## src/rtl/pipeline_pkg.sv

```systemverilog
// Shared pipeline definitions: opcodes, the canonical bubble, instruction
// field extractors and the hazard controller's FSM state type. Decode and
// the hazard controller both import this package so that they agree on
// encodings.
package pipeline_pkg;

  localparam logic [5:0] ALUop   = 6'd0;
  localparam logic [5:0] BEQ     = 6'd4;
  localparam logic [5:0] BEQINIT = 6'd20;
  localparam logic [5:0] LW      = 6'd35;
  localparam logic [5:0] SW      = 6'd43;

  // add r0,r0,r0 : the bubble inserted into IFIDIR/IDEXIR
  localparam logic [31:0] no_op = 32'h0000_0020;

  // Explicit encodings keep state values stable for anything that probes them.
  typedef enum logic [1:0] {
    RUN      = 2'd0,
    LD_STALL = 2'd1,
    BR_FLUSH = 2'd2
  } hz_state_t;

  function automatic logic [5:0] op_of(input logic [31:0] ir);
    return ir[31:26];
  endfunction

  function automatic logic [4:0] rs_of(input logic [31:0] ir);
    return ir[25:21];
  endfunction

  function automatic logic [4:0] rt_of(input logic [31:0] ir);
    return ir[20:16];
  endfunction

  function automatic logic [4:0] rd_of(input logic [31:0] ir);
    return ir[15:11];
  endfunction

  // Conditional branches resolved in decode.
  function automatic logic is_branch(input logic [5:0] op);
    return (op == BEQ) || (op == BEQINIT);
  endfunction

  // Ops whose rt field names a source register.
  function automatic logic reads_rt(input logic [5:0] op);
    return (op == ALUop) || (op == SW) || (op == BEQ) || (op == BEQINIT);
  endfunction

  // Register written back by an instruction; 0 means "no destination"
  // (r0 is hardwired, so a write to it is no write at all).
  function automatic logic [4:0] wb_dest(input logic [31:0] ir);
    logic [4:0] d;
    d = 5'd0;
    if (op_of(ir) == ALUop) d = rd_of(ir);
    else if (op_of(ir) == LW) d = rt_of(ir);
    return d;
  endfunction

endpackage

```

## src/rtl/hazard_detect.sv

```systemverilog
// Combinational hazard detection: load-use hazard between EX and ID, and
// write-back bypass selection for the ID-stage operands.
module hazard_detect
  import pipeline_pkg::*;
(
  input  logic [31:0] IFIDIR,
  input  logic [31:0] IDEXIR,
  input  logic [31:0] MEMWBIR,
  output logic        load_hazard,
  output logic        a_from_wb,
  output logic        b_from_wb
);

  logic [4:0] ex_rt;
  logic [4:0] wb_d;
  logic       ex_is_load;
  logic       rs_match;
  logic       rt_match;

  // Load in EX whose target is read by the instruction in ID.
  always_comb begin
    ex_rt      = rt_of(IDEXIR);
    ex_is_load = (op_of(IDEXIR) == LW) && (ex_rt != 5'd0);
    // A bubble reads nothing, even though its rs field happens to be r0.
    rs_match   = (IFIDIR != no_op) && (ex_rt == rs_of(IFIDIR));
    rt_match   = reads_rt(op_of(IFIDIR)) && (ex_rt == rt_of(IFIDIR));
    load_hazard = ex_is_load && (rs_match || rt_match);
  end

  // Operand bypass from the write-back stage result.
  always_comb begin
    wb_d      = wb_dest(MEMWBIR);
    a_from_wb = (wb_d != 5'd0) && (wb_d == rs_of(IFIDIR));
    b_from_wb = (wb_d != 5'd0) && (wb_d == rt_of(IFIDIR));
  end

endmodule

```

## src/rtl/hazard_ctrl.sv

```systemverilog
// Pipeline hazard and sequencing controller: bounded load-use stall,
// multi-cycle branch flush, WB bypass selects and stall/flush counters.
//
// state    | meaning
// ---------+----------------------------------------------------------
// RUN      | normal issue; load-use stall or branch flush may start
// LD_STALL | bubble now in EX; hazard check off, branch may start
// BR_FLUSH | remaining flush cycles of a taken branch (brk_cnt left)
module hazard_ctrl
  import pipeline_pkg::*;
#(
  parameter int BRANCH_PENALTY = 1,
  parameter int CNT_W          = 32
) (
  input  logic             clk,
  input  logic             reset,
  input  logic [31:0]      IFIDIR,
  input  logic [31:0]      IDEXIR,
  input  logic [31:0]      MEMWBIR,
  input  logic             branchTaken,
  output logic             stall,
  output logic             pc_hold,
  output logic             if_flush,
  output logic             IDEXAfromWB,
  output logic             IDEXBfromWB,
  output logic [CNT_W-1:0] stall_count,
  output logic [CNT_W-1:0] flush_count
);

  // The first flush cycle is spent in RUN/LD_STALL, the rest in BR_FLUSH.
  localparam logic [2:0] BRK_LOAD = 3'(BRANCH_PENALTY - 1);
  localparam logic       MULTI    = (BRANCH_PENALTY > 1);

  hz_state_t  state, state_nxt;
  logic [2:0] brk_cnt, brk_nxt;
  logic       load_hazard;
  logic       a_raw, b_raw;
  logic       br_go;
  logic       stall_c, flush_c;

  hazard_detect u_detect (
    .IFIDIR      (IFIDIR),
    .IDEXIR      (IDEXIR),
    .MEMWBIR     (MEMWBIR),
    .load_hazard (load_hazard),
    .a_from_wb   (a_raw),
    .b_from_wb   (b_raw)
  );

  assign br_go = branchTaken && is_branch(op_of(IFIDIR));

  // Next-state and raw control decode; load hazard outranks a branch.
  always_comb begin
    state_nxt = state;
    brk_nxt   = brk_cnt;
    stall_c   = 1'b0;
    flush_c   = 1'b0;
    case (state)
      RUN: begin
        if (load_hazard) begin
          stall_c   = 1'b1;
          state_nxt = LD_STALL;
        end else if (br_go) begin
          flush_c = 1'b1;
          if (MULTI) begin
            state_nxt = BR_FLUSH;
            brk_nxt   = BRK_LOAD;
          end
        end
      end
      LD_STALL: begin
        state_nxt = RUN;
        if (br_go) begin
          flush_c = 1'b1;
          if (MULTI) begin
            state_nxt = BR_FLUSH;
            brk_nxt   = BRK_LOAD;
          end
        end
      end
      BR_FLUSH: begin
        flush_c = 1'b1;
        if (brk_cnt <= 3'd1) begin
          state_nxt = RUN;
          brk_nxt   = 3'd0;
        end else begin
          brk_nxt = brk_cnt - 3'd1;
        end
      end
      default: begin
        state_nxt = RUN;
        brk_nxt   = 3'd0;
      end
    endcase
  end

  // Outputs are quiet for as long as reset is held.
  always_comb begin
    stall       = stall_c & ~reset;
    pc_hold     = stall_c & ~reset;
    if_flush    = flush_c & ~reset;
    IDEXAfromWB = a_raw & ~reset;
    IDEXBfromWB = b_raw & ~reset;
  end

  // FSM state and flush down-counter.
  always_ff @(posedge clk) begin
    if (reset) begin
      state   <= RUN;
      brk_cnt <= 3'd0;
    end else begin
      state   <= state_nxt;
      brk_cnt <= brk_nxt;
    end
  end

  // Performance counters, wrapping at 2^CNT_W.
  always_ff @(posedge clk) begin
    if (reset) begin
      stall_count <= '0;
      flush_count <= '0;
    end else begin
      if (stall)    stall_count <= stall_count + CNT_W'(1);
      if (if_flush) flush_count <= flush_count + CNT_W'(1);
    end
  end

endmodule

```

## config.mk

```make
export PLATFORM = sky130hd
export DESIGN_NAME = hazard_ctrl
export DESIGN_NICKNAME = d
export VERILOG_FILES = /design/src/rtl/pipeline_pkg.sv /design/src/rtl/hazard_detect.sv /design/src/rtl/hazard_ctrl.sv
export SDC_FILE = /design/constraint.sdc
export NUM_CORES = 1
export LEC_CHECK = 0
export ABC_AREA = 1
export BUFFER_PORTS_ARGS = -buffer_cell sky130_fd_sc_hd__buf_2
export CAP_MARGIN = 20
export CORE_ASPECT_RATIO = 1.5
export CORE_MARGIN = 8
export CORE_UTILIZATION = 55
export DETAILED_ROUTE_END_ITERATION = 8
export PLACE_DENSITY = 0.95
export SLEW_MARGIN = 10
export SYNTH_ARGS = -nofsm -noshare
export SYNTH_HDL_FRONTEND = slang
export SYNTH_SLANG_ARGS = --single-unit
```

## constraint.sdc

```tcl
create_clock -name clk -period 4 [get_ports clk]
set_clock_uncertainty 0.15 [all_clocks]
set_input_delay 0.2 -clock clk [delete_from_list [all_inputs] [get_ports clk]]
set_output_delay 0.2 -clock clk [all_outputs]
set_load 0.02 [all_outputs]
```

### Yosys cells after proc, flatten, opt, wreduce, memory -nomap -nowiden

Cells that the tools add are included.

| storage, ports and cells | value |
|---|---|
| register bits | 69 |
| bits of input ports | 99 |
| output and inout bits | 69 |
| logic and storage cells | 58 |

| operators by class | value |
|---|---|
| add/sub/neg operators | 3 |
| magnitude comparators | 1 |
| equal/unequal tests | 14 |
| multiplexer cells | 12 |
| bitwise logic cells | 5 |
| reduce and logical (&&, ||, !) cells | 19 |

Operator list:

| kind | number |
|---|---|
| $add 32x1->32 const B | 2 |
| $ne 32x6->1 const B | 1 |
| $eq 5x5->1 | 4 |
| $eq 6x6->1 const B | 3 |
| $logic_not 6->1 | 2 |
| $mux 5 | 2 |
| $reduce_bool 5->1 | 2 |
| $logic_and 1x1->1 | 7 |
| $eq 6x3->1 const B | 1 |
| $eq 6x5->1 const B | 1 |
| $pmux 3 s2 | 1 |
| $logic_or 1x1->1 | 5 |
| $and 1x1->1 | 4 |
| $mux 1 | 4 |
| $mux 2 | 2 |
| $ne 2x2->1 const B | 2 |
| $pmux 2 s2 | 1 |
| $le 3x1->1 const B | 1 |
| $mux 3 | 1 |
| $pmux 1 s3 | 1 |
| $sub 3x1->3 const B | 1 |
| $eq 2x1->1 const B | 1 |
| $eq 2x2->1 const B | 1 |
| $logic_not 2->1 | 1 |
| other kinds (3) | 3 |

### Logic depth before layout (Yosys ltp)

Gate-level depths: netlist (run 1).

| logic depth | value |
|---|---|
| depth in word-level cells | 10 |
| gate-level depth with buffers | 14 |
| depth with buffers taken out | 13 |

### Cells and area by module

A second synthesis (run 1) with hierarchy kept.

| second synthesis, totals | value |
|---|---|
| cell total of the unflattened synthesis | 739 |
| area total of the unflattened synthesis | 4424.2 um^2 |

Modules (own cells, without submodules):

| module | instances | cells each | area an instance (um^2) | seq. area each (um^2) |
|---|---|---|---|---|
| hazard_ctrl | 1 | 606 | 3737.3 | 1301.2 |
| hazard_detect | 1 | 133 | 686.9 | 0.0 |

### Worst setup path after synthesis (run 1)

Ideal clock, no wire load.

| path | value |
|---|---|
| kind | reg-to-reg |
| start point | register stall_count[0] |
| end point | register stall_count[16] |
| library setup time | 0.116 ns |
| arrival | 1.639 ns |
| required time | 3.734 ns |
| slack | 2.095 ns |
| cell stages (with the launch flop) | 11 |
| buffers on the path | 0 |
| clock period less this slack | 1.905 ns |
| cell sequence | dfxtp_1 -> ha_1 -> nand2_1 -> inv_1 -> nand3_1 -> nor2_4 -> nand2_1 -> nor2_1 -> nand4_1 -> o21ai_0 -> nor2_1 |

| between the ends | value |
|---|---|
| cells in the longest elaborated chain, start to end | 1 |

RTL lines:

| what | line | source |
|---|---|---|
| start: declaration | hazard_ctrl.sv:26 | `output logic [CNT_W-1:0] stall_count,` |
| start signal: assignment | hazard_ctrl.sv:123 | `if (stall) stall_count <= stall_count + CNT_W'(1);` |
| $add 32x1->32 | hazard_ctrl.sv:123 |  |

No other way between the ends.
A chain may end at the register's enable or synchronous reset.

### Worst setup path after layout (run 1)

| path | value |
|---|---|
| start point | register state[0] |
| end point | output if_flush |

| between the ends | value |
|---|---|
| cells in the longest elaborated chain, start to end | 3 |
| elaborated cells on any way between the ends | 5 |
| those cells by class | eq/ne (2); mux (1); bitwise (1); reduce/logical (1) |

RTL lines:

| what | line | source |
|---|---|---|
| start: declaration | hazard_ctrl.sv:34 | `hz_state_t state, state_nxt;` |
| start signal: assignment | hazard_ctrl.sv:112 | `state <= state_nxt;` |
| $eq 2x2->1, or another cell as far along | hazard_ctrl.sv:58 | `case (state)` |
| $pmux 1 s3 (*) | hazard_ctrl.sv:58 |  |
| $and 1x1->1 (*) | hazard_ctrl.sv:101 | `if_flush = flush_c & ~reset;` |
| end: declaration | hazard_ctrl.sv:23 | `output logic if_flush,` |

Mark *: on every way between the ends. The rest lies on a longest branch, timed or not.

==> results.ini, run 1 <==
[run_status]
status=complete, no violations

[final_layout]
fin_area_um2=5610
antennaDiodeCount=0
area_growth_pct=20.15
drive_above_1_share=0.1824
n_fill_cell=752
nets=1006

[detailed_routing]
routed_via_density=5.286
drc_errors=0
dr_total_vias=5376
routed_wl_um=13300
firstDrtPassIters=5
drt_iter0_drc=372
wl_per_cell_um=13.07
drtAntennaViolNets=0

[place]
dpl-instance-area_um2=5330
post-dp-hpwl_um=10170
place_congestion=0.9461
io_buffers=130

[job]
max_cap_viol_count=0

[logic_synthesis]
async_flop_share=0
synth_edf_count=0
netlist_area_um2=4669
synth_top_area_frac=0.2787
avgSynthCellArea_um2=5.979
syn-num-nets=882
ys_types=34
ys_seq_area_frac=0.2787
synth-main-ff-cell=dfxtp_1
netlist_instances=781
yosysTopAreaCell=dfxtp_1
synth_area_leaders=dfxtp_1, nand2_1, nor2_1
synthTopCellsByCount=nand2_1, nor2_1, inv_1
synth.ff_latch_count=65
yosysWarnings=0
post-synth-top-count-cell=nand2_1

[global_routing]
grt_use_met3=0.06061
top_usage_layer=met2
track_usage=0.2307
gr-total-overflow=0
grt_pass1_vias=5363
grtUsageMet1=0.2226
grt_pass1_wl_um=22650
grtUsageMet2=0.4310
grt_max_degree=52
antenna_found_initial=0

[pwr]
power.density_nw_per_um2=263.8
p_int_mw=1.126
pwr-share-comb=0.069
p_leak_nw=2.540
power.switching_mw=0.3543
seq_power_share=0.438
ir_worst_vdd_v=0.0002799
swShare=0.2394
clkPwrFrac=0.494

[sta]
tns_ns=0
setup_viol=0
worst_slew_pin_slew_ns=1.001
slew_headroom=0.3326
fin_crit_sh=0.6121
period_needed_ns=2.449
rsz0062_at_grt=false
hold_violations=0
drv_slew=0
fmax_ghz=0.4084

[die]
die_h_um=128.9
die_x_um=91.23
die-area_um2=11760
core-area_um2=8310
ios=168
initial_core_util=0.5619
fp-row-count=41

[cts]
cts_setup_buffers=0
clk_latency_ns=0.33
clock_sinks=65
cts-root-buf=clkbuf_16
clk_pin_slew_ns=0.05
numCtsBuffers=9
clock_path_buffers=2
h-tree-depth=3
cts_tree=built
ctsResizeCount=0
cts_hold_buf=0

[setup_path]
worstSetupEndpointType=output pin
start_kind=flop
cp.arrival_ns=2.10
required_ns=3.65
critPathMaxFanout=33
worstSetupPathType=flop to output pin

[worst_hold_path]
hold_class=input port to flop

-- placed cells by master, fill, tap and decap left out, types with 5 or more instances in the layout --
cell type,n
nand3_1,32
dfxtp_1,65
xnor2_1,13
nor3_1,28
nand2_1,255
buf_2,130
nor2_1,109
o21ai_0,18
clkbuf_16,9
xor2_1,29
nand3b_1,7
inv_1,107
o21bai_1,5
a21oi_1,41
nand4_1,24
-- worst paths after layout --
check,startpoint,to,slack (ns),cells after the start
max,state[0],if_flush,1.55,7
min,IDEXIR[28],state[0],0.33,6
max reg2reg,state[0],stall_count[8],1.87,7
min reg2reg,stall_count[22],stall_count[22],0.34,2
-- stage by stage --
stage	total power, mW	util	hold slack, ns	setup slack, ns	instances
final	1.480	0.6751	0.3289	1.551	1017
after global routing	1.534	0.6751	0.3512	1.430	1017
after detailed placement	0.7629	0.6414	0.3198	1.727	1001
after CTS	1.486	0.6751	0.3094	1.566	1017
after floorplan	0.7178	-	0.3902	2.095	781
after global placement	0.7603	0.6414	0.3166	1.735	1001
-- cell type report --
cell class / instances / area (um^2) / share of cell area
Multi-Input combinational cell: 587 / 2818 / 0.5022
Inverter: 111 / 419.2 / 0.07471
Tap cell: 107 / 133.9 / 0.02386
Clock inverter: 6 / 41.29 / 0.007360
Timing Repair Buffer: 131 / 658.1 / 0.1173
Sequential cell: 65 / 1301 / 0.2319
Clock buffer: 10 / 239.0 / 0.04260
-- critical path: stages, from the launching register on --
cell	delay, ns
dfxtp_1	0.31
nor3_1	0.18
nand3_1	0.14
nor2_4	0.35
nand2_8	0.17
nand2_8	0.22
inv_4	0.18
buf_2	0.21
-- flip-flops by register name, summed over array words and instances, names as in the netlist --
name	flops
flush_count	32
stall_count	32
state	1
-- power groups by stage --
| stage | combinational [mW] | clock [mW] | sequential, mW |
|---|---|---|---|
| after floorplan | 0.0556 | 0 | 0.662 |
| after global placement | 0.0983 | 0 | 0.662 |
| after detailed placement | 0.101 | 0 | 0.662 |
| after CTS | 0.101 | 0.737 | 0.648 |
| after global routing | 0.114 | 0.772 | 0.648 |
| final | 0.102 | 0.730 | 0.648 |
-- cells by family after synthesis --
kind of cell,after synthesis,synth area share
compound gates,71,0.08307
xor+xnor,42,0.07878
flops,65,0.2787
simple gates,472,0.4362
buf+inv,129,0.1179
fa+ha+maj,2,0.005358
-- per-layer routing --
layer	vias to the layer above	share of wire
met5	-	0
met4	0	0.042
met2	217	0.53
met1	2405	0.37
met3	56	0.063
li1	2698	-
(Power assumes the default switching activity.)
==> run 2: changes to the inputs <==
Settings changed: CORE_UTILIZATION 55 to 51, PLACE_DENSITY 0.95 to 0.93.
Clock period 4 ns to 2.33 ns, I/O delays scaled along.
==> run 2 against run 1 <==
  * Die area is 6.6% higher
  * Non-clock buffer count is 4 higher
  * Largest power group unchanged
  * Setup slack worse by 1.4 ns
  * Critical endpoint unchanged
  * Cell count is 0.88% higher
  * Combinational power is 74% higher
  * Via count is 1.8% lower
==> results.ini, run 2 (synthesized netlist as in run 1, its figures left out) <==
[sta]
slew_headroom=0.6462
rsz0062_at_grt=false
setup_viol=0
period_needed_ns=2.132
fmax_ghz=0.4690
drv_slew=0
worst_slew_pin_slew_ns=0.5307
holdWs_ns=0.1907
tns_ns=0
fin_crit_sh=0.9152
hold_violations=0

[detailed_routing]
drt_iter0_drc=216
drtAntennaViolNets=0
firstDrtPassIters=7
routed_via_density=5.146
wl_per_cell_um=13.48
routed_wl_um=13830
drc_errors=0
dr_total_vias=5280

[setup_path]
worstSetupEndpointType=output pin
crit_chain=nor3_1 > nand3_1 > nor2_4 > nand2_8 > nand2_8 > inv_4 > buf_2
crit_family=simple AND/OR/NAND/NOR gates
start_kind=flop
crit_top_cell=nand2_8
required_ns=2.06
cp_slowest_cell=dfxtp_1
critPathBufInv=2
critPathMaxFanout=33
worstSetupPathType=flop to output pin
cp.arrival_ns=1.87
crit_path_max_incr_delay_ns=0.32

[die]
die_h_um=133.2
core-area_um2=9092
die-area_um2=12540
initial_core_util=0.5136
die_x_um=94.13
ios=168
fp-row-count=43

[pwr]
p_int_mw=2.155
p_leak_nw=2.582
power.switching_mw=0.6297
seq_power_share=0.399
power.density_nw_per_um2=489.5
swShare=0.2261
ir_worst_vdd_v=0.0004097
pwr-share-comb=0.064
clkPwrFrac=0.537

[cts]
clock_path_buffers=2
h-tree-depth=3
clk_pin_slew_ns=0.05
clk_latency_ns=0.34
cts-root-buf=clkbuf_16
numCtsBuffers=9
cts_tree=built
cts_setup_buffers=0
clock_sinks=65
cts_hold_buf=0
ctsResizeCount=0

[final_layout]
drive_above_1_share=0.1838
largestRegisters=flush_count x32, stall_count x32, state x1
area_growth_pct=21.84
layout_common_cells=nand2_1, buf_2, nor2_1, inv_1, dfxtp_1
fin_area_um2=5689
final_common_cell=nand2_1
nets=1010
n_fill_cell=838
antennaDiodeCount=0
instances_no_fill=1026

[worst_hold_path]
hold_class=input port to flop

[global_routing]
track_usage=0.2198
grt_pass1_wl_um=22460
grt_max_degree=51
antenna_found_initial=0
gr-total-overflow=0
grt_pass1_vias=5103

[place]
dp_cells=1010
io_buffers=130
post-dp-hpwl_um=10610
dpl-instance-area_um2=5366
place_congestion=0.9398

[run_status]
status=complete, no violations

[job]
max_cap_viol_count=0

run 2: stage by stage:
stage	util	total power, mW	worst slack [ns]
3_5_place_dp	0.5902	1.313	0.2724
6_report	0.6257	2.785	0.1976
3_3_place_gp	0.5902	1.309	0.2791
5_1_grt	0.6257	2.860	0.07213
4_1_cts	0.6257	2.788	0.1787
2_1_floorplan	-	1.232	0.4247
run 2: power by group through the flow:
stage                     Combinational, mW  Sequential [mW]  Clock [mW]
final                                 0.177             1.11        1.50
after global routing                  0.197             1.11        1.55
after CTS                             0.177             1.11        1.50
after detailed placement              0.177             1.14           0
after global placement                0.173             1.14           0
after floorplan                      0.0954             1.14           0
run 2: path summary, 6_finish.rpt:
check / from / to / slack, ns / cells after the start
max reg2reg: stall_count[10] / stall_count[30] / 0.29 / 8
max: state[0] / if_flush / 0.20 / 7
min reg2reg: stall_count[2] / stall_count[2] / 0.33 / 2
min: IDEXIR[28] / state[0] / 0.19 / 6
run 2: per-layer routing:
| layer | vias to the layer above | share of wire | track usage |
|---|---|---|---|
| met2 | 153 | 0.55 | 0.4125 |
| li1 | 2697 | - | - |
| met4 | 0 | 0.042 | 0.1249 |
| met1 | 2379 | 0.36 | 0.2143 |
| met5 | - | 0 | 0 |
| met3 | 51 | 0.046 | 0.03998 |
run 2: tightest hold or removal path: cells and delay by family:
family,cells,cell delay (ns)
buf+inv,1,0.09
simple gates,5,0.43
run 2: final cells by class:
type,instances,area (um^2),share of cell area
Clock buffer,12,246.5,0.04333
Clock inverter,4,76.32,0.01342
Inverter,111,419.2,0.07367
Multi-Input combinational cell,587,2818,0.4953
Sequential cell,65,1301,0.2287
Tap cell,112,140.1,0.02463
Timing Repair Buffer,135,688.2,0.1210
==> run 3: changes to the inputs <==
Settings changed: CORE_UTILIZATION 51 to 50, PLACE_DENSITY 0.93 to 0.92, SYNTH_HIERARCHICAL set to 1.
==> run 3 against run 2 <==
  * First-iteration DRC count up 55%
  * Power shrank 3.9%
  * Global-route usage is 0.43 points lower
  * Final area fell by 2.9%
  * Via count decreased by 1.3%
  * Combinational power increased by 5%
  * Utilization increased by 0.74 points
  * Die area fell by 2.9%
  * Flip-flop and latch count unchanged
  * Clock-buffer cell count fell by 2
  * Largest cell class unchanged
  * Largest power group unchanged
==> results.ini, run 3 <==
[logic_synthesis]
synthTopCellsByCount=nand2_1, nor2_1, inv_1
synth.ff_latch_count=65
synth_edf_count=0
ys_seq_area_frac=0.2941
synth-main-ff-cell=dfxtp_1
synth_top_area_frac=0.2941
async_flop_share=0
yosysTopAreaCell=dfxtp_1
yosysWarnings=6
ys_types=33
netlist_area_um2=4424
synth_area_leaders=dfxtp_1, nand2_1, nor2_1
post-synth-top-count-cell=nand2_1
syn-num-nets=840
netlist_instances=739
avgSynthCellArea_um2=5.987

[final_layout]
drive_above_1_share=0.2197
antennaDiodeCount=0
layout_common_cells=nand2_1, nor2_1, buf_2, inv_1, dfxtp_1
area_growth_pct=24.83
final_common_cell=nand2_1
nets=979
largestRegisters=flush_count x32, stall_count x32, state x1

[cts]
clock_sinks=65
cts_tree=built
ctsResizeCount=0
cts-root-buf=clkbuf_16
numCtsBuffers=9
cts_setup_buffers=0
clk_pin_slew_ns=0.06
cts_hold_buf=1
clk_latency_ns=0.34
clock_path_buffers=2
h-tree-depth=3

[setup_path]
cp.arrival_ns=1.74
worstSetupPathType=input port to output pin
crit_path_max_incr_delay_ns=0.31
critPathMaxFanout=24
timing.rr.start=flush_count[0]
start_kind=input port
required_ns=2.06
startpoint=IFIDIR[23]
crit_chain=buf_2 > inv_1 > nand4_1 > nor3_1 > nand2_1 > nand2_1 > a21oi_1 > buf_4 > nand2_4 > nand3_4 > nor2_8 > buf_2
worstSetupEndpointType=output pin
cp_slowest_cell=nor2_8

[sta]
setup_ws_ns=0.3195
tns_ns=0
fmax_ghz=0.4974
period_needed_ns=2.010
rsz0062_at_grt=false
drv_slew=0
hold_violations=0
setup_viol=0
fin_crit_sh=0.8629
worst_slew_pin_slew_ns=0.3661
slew_headroom=0.7559

[place]
place_ws_ns=0.1007
io_buffers=130
post-dp-hpwl_um=10370
place_congestion=0.9470

[die]
core-area_um2=8723
die_x_um=92.81
fp-row-count=42
initial_core_util=0.5072
ios=168
die_h_um=131.2
die-area_um2=12180

[detailed_routing]
wl_per_cell_um=13.28
dr_total_vias=5210
firstDrtPassIters=5
routed_wl_um=13190
drtAntennaViolNets=0
drc_errors=0
routed_via_density=5.247
drt_iter0_drc=335

[global_routing]
grt_max_degree=33
grt_pass1_wl_um=22050
gr-total-overflow=0
track_usage=0.2155
grt_pass1_vias=5175
antenna_found_initial=0

[pwr]
ir_worst_vdd_v=0.0003544
power.density_nw_per_um2=484.3
p_leak_nw=2.627

[run_status]
status=complete, no violations

[worst_hold_path]
hold_class=input port to flop
hp-start=IFIDIR[27]

[job]
max_cap_viol_count=0

run 3: changes by cell type in the layout (fill, tap and decap cells not counted), sizes merged, moves of 17 or more:
cell   delta
a21oi    -23
nand3    +39
xor2     -23
nand2    -67
nor2     +62
nor3     -17
nand4    +19
run 3: layer usage:
layer / track usage / vias to the layer above / share of wire
met5: 0 / - / 0
met4: 0.1341 / 0 / 0.044
met3: 0.04903 / 50 / 0.073
met2: 0.3926 / 220 / 0.51
met1: 0.2104 / 2325 / 0.37
li1: - / 2615 / -
run 3: cell type report:
type	count	area, um^2
inverter	111	419.2
timing repair buffer	138	713.2
tap	110	137.6
clock buffer	10	239.0
fill	814	3201
sequential	65	1301
clock inverter	6	66.31
multi-input combinational	553	2646
run 3: logic make-up after synthesis:
group | Yosys count | synth area share
buf+inv | 121 | 0.1077
xor+xnor | 8 | 0.01584
flops | 65 | 0.2941
fa+ha+maj | 2 | 0.005655
mux | 1 | 0.002263
compound gates | 42 | 0.05175
simple gates | 500 | 0.5226
run 3: worst max-delay path: cells and delay by family:
kind / cells / cell delay, ns
simple gates: 7 / 0.96
compound gates: 1 / 0.05
buf+inv: 4 / 0.61
run 3: where the power goes:
| group | internal [mW] | leakage [nW] | switching (mW) |
|---|---|---|---|
| sequential | 1.11 | 0.523 | 0.000315 |
| combinational | 0.0776 | 1.95 | 0.108 |
| clock | 0.860 | 0.153 | 0.517 |
| total | 2.05 | 2.63 | 0.625 |
run 3: metrics by stage:
stage / util / std cells / hold slack, ns / total power, mW / instance area (um^2)
CTS: 0.6331 / 993 / 0.1447 / 2.698 / 5523
global route: 0.6331 / 993 / 0.1674 / 2.772 / 5523
floorplan: - / 739 / 0.1841 / 1.233 / 4424
global placement: 0.5970 / 976 / 0.3080 / 1.317 / 5207
finish: 0.6331 / 993 / 0.1479 / 2.675 / 5523
detailed placement: 0.5970 / 976 / 0.3174 / 1.320 / 5207
run 3: path summary, 6_finish.rpt:
path	end	depth (start not counted)	slack [ns]
setup / recovery	if_flush	12	0.32
hold / removal	flush_count[1]	6	0.15
setup reg to reg	flush_count[16]	10	0.49
hold reg to reg	flush_count[1]	2	0.34
